File: src/rtl/sr_ff_bank.sv
`timescale 1ns/1ps
`default_nettype none
// ============================================================================
// Module      : sr_ff_bank
// Description : Bank of N independent storage bits. Each bit acts as an SR,
//               JK, D or T flip-flop selected by a shared mode input. SR-mode
//               S=R=1 resolves deterministically (CONFLICT_POL) and is logged
//               in sticky per-channel flags and a saturating event counter.
// Ports       : clk        - rising-edge clock
//               rst_n      - asynchronous active-low reset
//               en[N]      - per-channel update enable
//               mode[2]    - 00 SR, 01 JK, 10 D, 11 T
//               s[N]       - S / J / D / T input
//               r[N]       - R / K input (ignored in D and T modes)
//               err_clr    - synchronous clear of err_sticky / err_cnt
//               q[N]       - registered state
//               qbar[N]    - registered complement of q
//               changed[N] - one-cycle pulse, q bit changed on last edge
//               err_sticky - per-channel sticky SR-conflict flag
//               err_cnt    - saturating count of edges with any conflict
// Revision    : 1.0 - initial release
// ============================================================================
module sr_ff_bank #(
    parameter int             N            = 8,
    parameter logic [N-1:0]   RESET_VAL    = {N{1'b0}},
    parameter int             CONFLICT_POL = 0,
    parameter int             CNT_W        = 8
) (
    input  logic             clk,
    input  logic             rst_n,
    input  logic [N-1:0]     en,
    input  logic [1:0]       mode,
    input  logic [N-1:0]     s,
    input  logic [N-1:0]     r,
    input  logic             err_clr,
    output logic [N-1:0]     q,
    output logic [N-1:0]     qbar,
    output logic [N-1:0]     changed,
    output logic [N-1:0]     err_sticky,
    output logic [CNT_W-1:0] err_cnt
);

    localparam logic [1:0]       c_MODE_SR = 2'b00;
    localparam logic [1:0]       c_MODE_JK = 2'b01;
    localparam logic [1:0]       c_MODE_D  = 2'b10;
    localparam logic [1:0]       c_MODE_T  = 2'b11;
    localparam logic [CNT_W-1:0] c_CNT_MAX = {CNT_W{1'b1}};

    // Reject illegal parameterisations at elaboration time.
    if (CONFLICT_POL < 0 || CONFLICT_POL > 2) begin : g_bad_conflict_pol
        $error("sr_ff_bank: CONFLICT_POL must be 0, 1 or 2");
    end
    if (N < 1 || N > 64) begin : g_bad_n
        $error("sr_ff_bank: N must be in 1..64");
    end
    if (CNT_W < 1) begin : g_bad_cnt_w
        $error("sr_ff_bank: CNT_W must be at least 1");
    end

    logic [N-1:0]     r_q;
    logic [N-1:0]     r_qbar;
    logic [N-1:0]     r_changed;
    logic [N-1:0]     r_sticky;
    logic [CNT_W-1:0] r_cnt;

    logic [N-1:0]     w_q_next;
    logic [N-1:0]     w_conflict;
    logic [N-1:0]     w_sticky_next;
    logic [CNT_W-1:0] w_cnt_base;
    logic [CNT_W-1:0] w_cnt_next;

    // Per-channel next-state; disabled channels hold and never flag a conflict.
    always_comb begin
        w_q_next   = r_q;
        w_conflict = '0;
        for (int i = 0; i < N; i++) begin
            if (en[i]) begin
                case (mode)
                    c_MODE_SR: begin
                        case ({s[i], r[i]})
                            2'b01:   w_q_next[i] = 1'b0;
                            2'b10:   w_q_next[i] = 1'b1;
                            2'b11: begin
                                w_conflict[i] = 1'b1;
                                if (CONFLICT_POL == 1)
                                    w_q_next[i] = 1'b0;
                                else if (CONFLICT_POL == 2)
                                    w_q_next[i] = 1'b1;
                                else
                                    w_q_next[i] = r_q[i];
                            end
                            default: w_q_next[i] = r_q[i];
                        endcase
                    end
                    c_MODE_JK: begin
                        case ({s[i], r[i]})
                            2'b01:   w_q_next[i] = 1'b0;
                            2'b10:   w_q_next[i] = 1'b1;
                            2'b11:   w_q_next[i] = ~r_q[i];
                            default: w_q_next[i] = r_q[i];
                        endcase
                    end
                    c_MODE_D: w_q_next[i] = s[i];
                    c_MODE_T: w_q_next[i] = r_q[i] ^ s[i];
                    default:  w_q_next[i] = r_q[i];
                endcase
            end
        end
    end

    // Clear is applied before the new event, so a simultaneous clear and
    // conflict leaves exactly this edge's conflicts recorded.
    always_comb begin
        w_sticky_next = (err_clr ? '0 : r_sticky) | w_conflict;
        w_cnt_base    = err_clr ? '0 : r_cnt;
        w_cnt_next    = w_cnt_base;
        if ((|w_conflict) && (w_cnt_base != c_CNT_MAX))
            w_cnt_next = w_cnt_base + CNT_W'(1);
    end

    always_ff @(posedge clk or negedge rst_n) begin
        if (!rst_n) begin
            r_q       <= RESET_VAL;
            r_qbar    <= ~RESET_VAL;
            r_changed <= '0;
            r_sticky  <= '0;
            r_cnt     <= '0;
        end else begin
            r_q       <= w_q_next;
            r_qbar    <= ~w_q_next;
            r_changed <= en & (w_q_next ^ r_q);
            r_sticky  <= w_sticky_next;
            r_cnt     <= w_cnt_next;
        end
    end

    assign q          = r_q;
    assign qbar       = r_qbar;
    assign changed    = r_changed;
    assign err_sticky = r_sticky;
    assign err_cnt    = r_cnt;

endmodule
`default_nettype wire
File: config.mk
export PLATFORM = sky130hd
export DESIGN_NAME = sr_ff_bank
export DESIGN_NICKNAME = d
export VERILOG_FILES = /design/src/rtl/sr_ff_bank.sv
export SDC_FILE = /design/constraint.sdc
export NUM_CORES = 1
export LEC_CHECK = 0
export ABC_AREA = 1
export BUFFER_PORTS_ARGS = -buffer_cell sky130_fd_sc_hd__buf_2
export CAP_MARGIN = 20
export CORE_MARGIN = 2
export CORE_UTILIZATION = 46
export CTS_CLUSTER_SIZE = 14
export DETAILED_ROUTE_END_ITERATION = 12
export PLACE_DENSITY = 0.75
export REMOVE_ABC_BUFFERS = 1
export SLEW_MARGIN = 25
export SYNTH_ARGS = -nofsm -noshare
export SYNTH_HDL_FRONTEND = slang
export SYNTH_SLANG_ARGS = --single-unit
export TNS_END_PERCENT = 30
File: constraint.sdc
create_clock -name clk -period 3.7 [get_ports clk]
set_clock_uncertainty 0.1 [all_clocks]
set_input_delay 0.925 -clock clk [delete_from_list [all_inputs] [get_ports clk]]
set_output_delay 0.925 -clock clk [all_outputs]
set_load 0.02 [all_outputs]
==> run_results.csv <==
group,metric,value,unit
status,status,"completed",
routing,routed_wl,5.67,mm
routing,vias,2431,
sta,setup_ws,1.34,ns
floorplan,die-area,0.00603,mm^2
clocking,cts.clk_slew.worst_paths,0.08,ns
placement,pre_cts_ws,1.06,ns
global_route,grt_max_degree,41,
worst_setup_path,cp.required,3.83,ns
sta,finalCritPeriodShare,63.7,%
clocking,cts_hold_buf,0,
floorplan,num_rows,26,
synth,synthCells,348,
synth,yosys_warnings,0,
sta,relSlewSlack,41.3,%
clocking,clk_latency,0.29,ns
global_route,grt_use_total,19.7,%
layout,layout_common_cells,"nand2_1 (113), buf_2 (68), inv_1 (58)",
routing,firstDrtPassIters,4,
sta,min_period,2.36,ns
routing,drc_errors,0,
sta,setup_tns,0,ns
floorplan,io_pins,69,
routing,drt_iter0_markers,65,
floorplan,die_h,77.6,um
clocking,cts.sinks,40,
layout,final_cell_count_no_fill,492,
layout,drive_gt1_share,22.5,%
routing,wire_per_inst,11.5,um
sta,slew_violations,0,
placement,placed_cells,484,
synth,syn_area,0.00249,mm^2
placement,place.gp.congestion,0.820,
clocking,tritoncts,"done",
worst_setup_path,worstSetupStartpointType,"primary input",
global_route,antenna_found_initial,0,
power_and_ir_drop,ir_drop,0.244,mV
placement,dp_hpwl,4.24,mm
worst_setup_path,cp_max_fo,16,
worst_setup_path,crit_top_cell,"nand2_1",
clocking,post_cts_buffers,0,
routing,ant_nets,0,
clocking,clk_path_buf_depth,2,
clocking,cts_max_level,2,
routing,routed_via_density,4.94,
power_and_ir_drop,power.density,379,mW/mm^2
layout,layout.nets,467,
sta,setup_viol,0,
worst_setup_path,crit_chain,"buf_2 -> inv_2 -> nand2_1 -> inv_1 -> ha_1 -> nand2_1 -> nor2_2 -> nand4_4 -> nand2_4 -> nand2_1 -> nand2_1",
clocking,cts_buffers,5,
global_route,grt-ovfl-total,0,
placement,numPortBuffers,68,
floorplan,die_w,77.6,um
synth,ys_types,18,
layout,num_antenna_cells,0,
worst_setup_path,worstSetupPathType,"primary input to flop",
clocking,cts_root_buffer,"clkbuf_8",
sta,finalHoldViolCount,0,
synth,synth_area_leaders,"dfrtp_1 (32%), nand2_1 (17%), nand3_1 (11%)",
worst_setup_path,cpPeakStageDelay,0.24,ns
worst_setup_path,critPathTopFamily,"simple AND/OR/NAND/NOR gates",
hold_path,hold_class,"flop to flop",
floorplan,start_util,48.2,%
layout,final_common_cell,"nand2_1",
global_route,grt_pass1_vias,2224,
clocking,cts_resized,0,
sta,clock.fmax,425,MHz
run,maxCapViolCount,0,
layout,layout-area-overhead-vs-synth,21.0,%
global_route,grt_pass1_wl,9.67,mm
worst_setup_path,cp_num_buf_inv,3,
synth,syn_area_per_cell,7.17,um^2
worst_setup_path,cp.arrival,2.48,ns
sta,rsz0062_at_grt,"no",
floorplan,core,0.00517,mm^2
synth,ys_ff_latch,40,
power_and_ir_drop,p_leak,0.00177,uW
worst_setup_path,crit_path_end_kind,"flop",
synth,yosysTopAreaCellShare,32.1,%
worst_setup_path,cp_slowest_cell,"nor2_2",
synth,yosysSeqAreaShare,40.5,%
sta,worst_pin_slew,0.880,ns
synth,yosys.area.top_type,"dfrtp_1",
power_and_ir_drop,power.total,1140,uW
power by group:
group | total [uW] | switching [uW] | internal (uW)
Clock | 352 | 151 | 200
Combinational | 275 | 185 | 90.1
Sequential | 515 | 30.1 | 485
layout make-up:
| class | count | area [um^2] |
|---|---|---|
| inverter | 61 | 229 |
| clock inverter | 2 | 35.0 |
| sequential | 40 | 1010 |
| tap | 70 | 87.6 |
| fill | 495 | 2150 |
| timing repair buffer | 68 | 340 |
| clock buffer | 6 | 72.6 |
| multi-input combinational | 245 | 1240 |
Yosys cell counts:
cell type,count
nor2_2,4
nand2_2,2
buf_4,1
ha_1,17
o21ai_0,24
nor2_1,14
dfstp_2,8
a21oi_1,12
inv_1,58
inv_2,3
xnor2_1,1
xor2_1,2
nand2_4,2
nand4_4,1
nand2_1,113
buf_2,1
dfrtp_1,32
nand3_1,53
state kept, by name (all words and copies together), names as in the netlist:
register,count
changed,8
err_sticky,8
q,8
err_cnt,8
qbar,8
through the flow:
stage | utilization, % | instance area [um^2] | hold slack [ns]
global placement | 56.3 | 2910 | 0.362
floorplan | - | 2480 | 0.493
CTS | 58.3 | 3020 | 0.392
finish | 58.3 | 3020 | 0.387
global route | 58.3 | 3020 | 0.407
detailed placement | 56.3 | 2910 | 0.371
final timing paths:
kind,startpoint,end,slack [ns],depth (start not counted)
hold / removal,err_sticky[0],err_sticky[0],0.39,2
min in group asynchronous,rst_n,q[2],0.64,1
hold reg to reg,err_sticky[0],err_sticky[0],0.39,2
setup reg to reg,err_cnt[1],err_cnt[7],1.93,9
setup / recovery,err_clr,err_cnt[7],1.34,11
max in group asynchronous,rst_n,changed[0],2.30,1
routing by layer:
layer	up-vias	global-route usage, %	share of wire [%]
met1	1121	24.6	44
met5	-	0	0
met2	71	32.8	49
met4	0	5.54	0.69
met3	4	5.81	7.1
li1	1235	-	-
tightest hold or removal path: cells and delay by family, from the launching register on:
kind | cells | cell delay (ns)
simple gates | 1 | 0.05
flops | 1 | 0.34
compound gates | 1 | 0.06
cells by family (layout without fill, tap and decap cells):
group / Yosys count / in the layout / share of synthesized area, %
flops: 40 / 40 / 40.5
xor+xnor: 3 / 3 / 1.05
compound gates: 36 / 36 / 7.22
buf+inv: 63 / 137 / 9.68
fa+ha+maj: 17 / 17 / 8.53
simple gates: 189 / 189 / 33.0
Note: power is estimated with default switching activity, not from simulation.
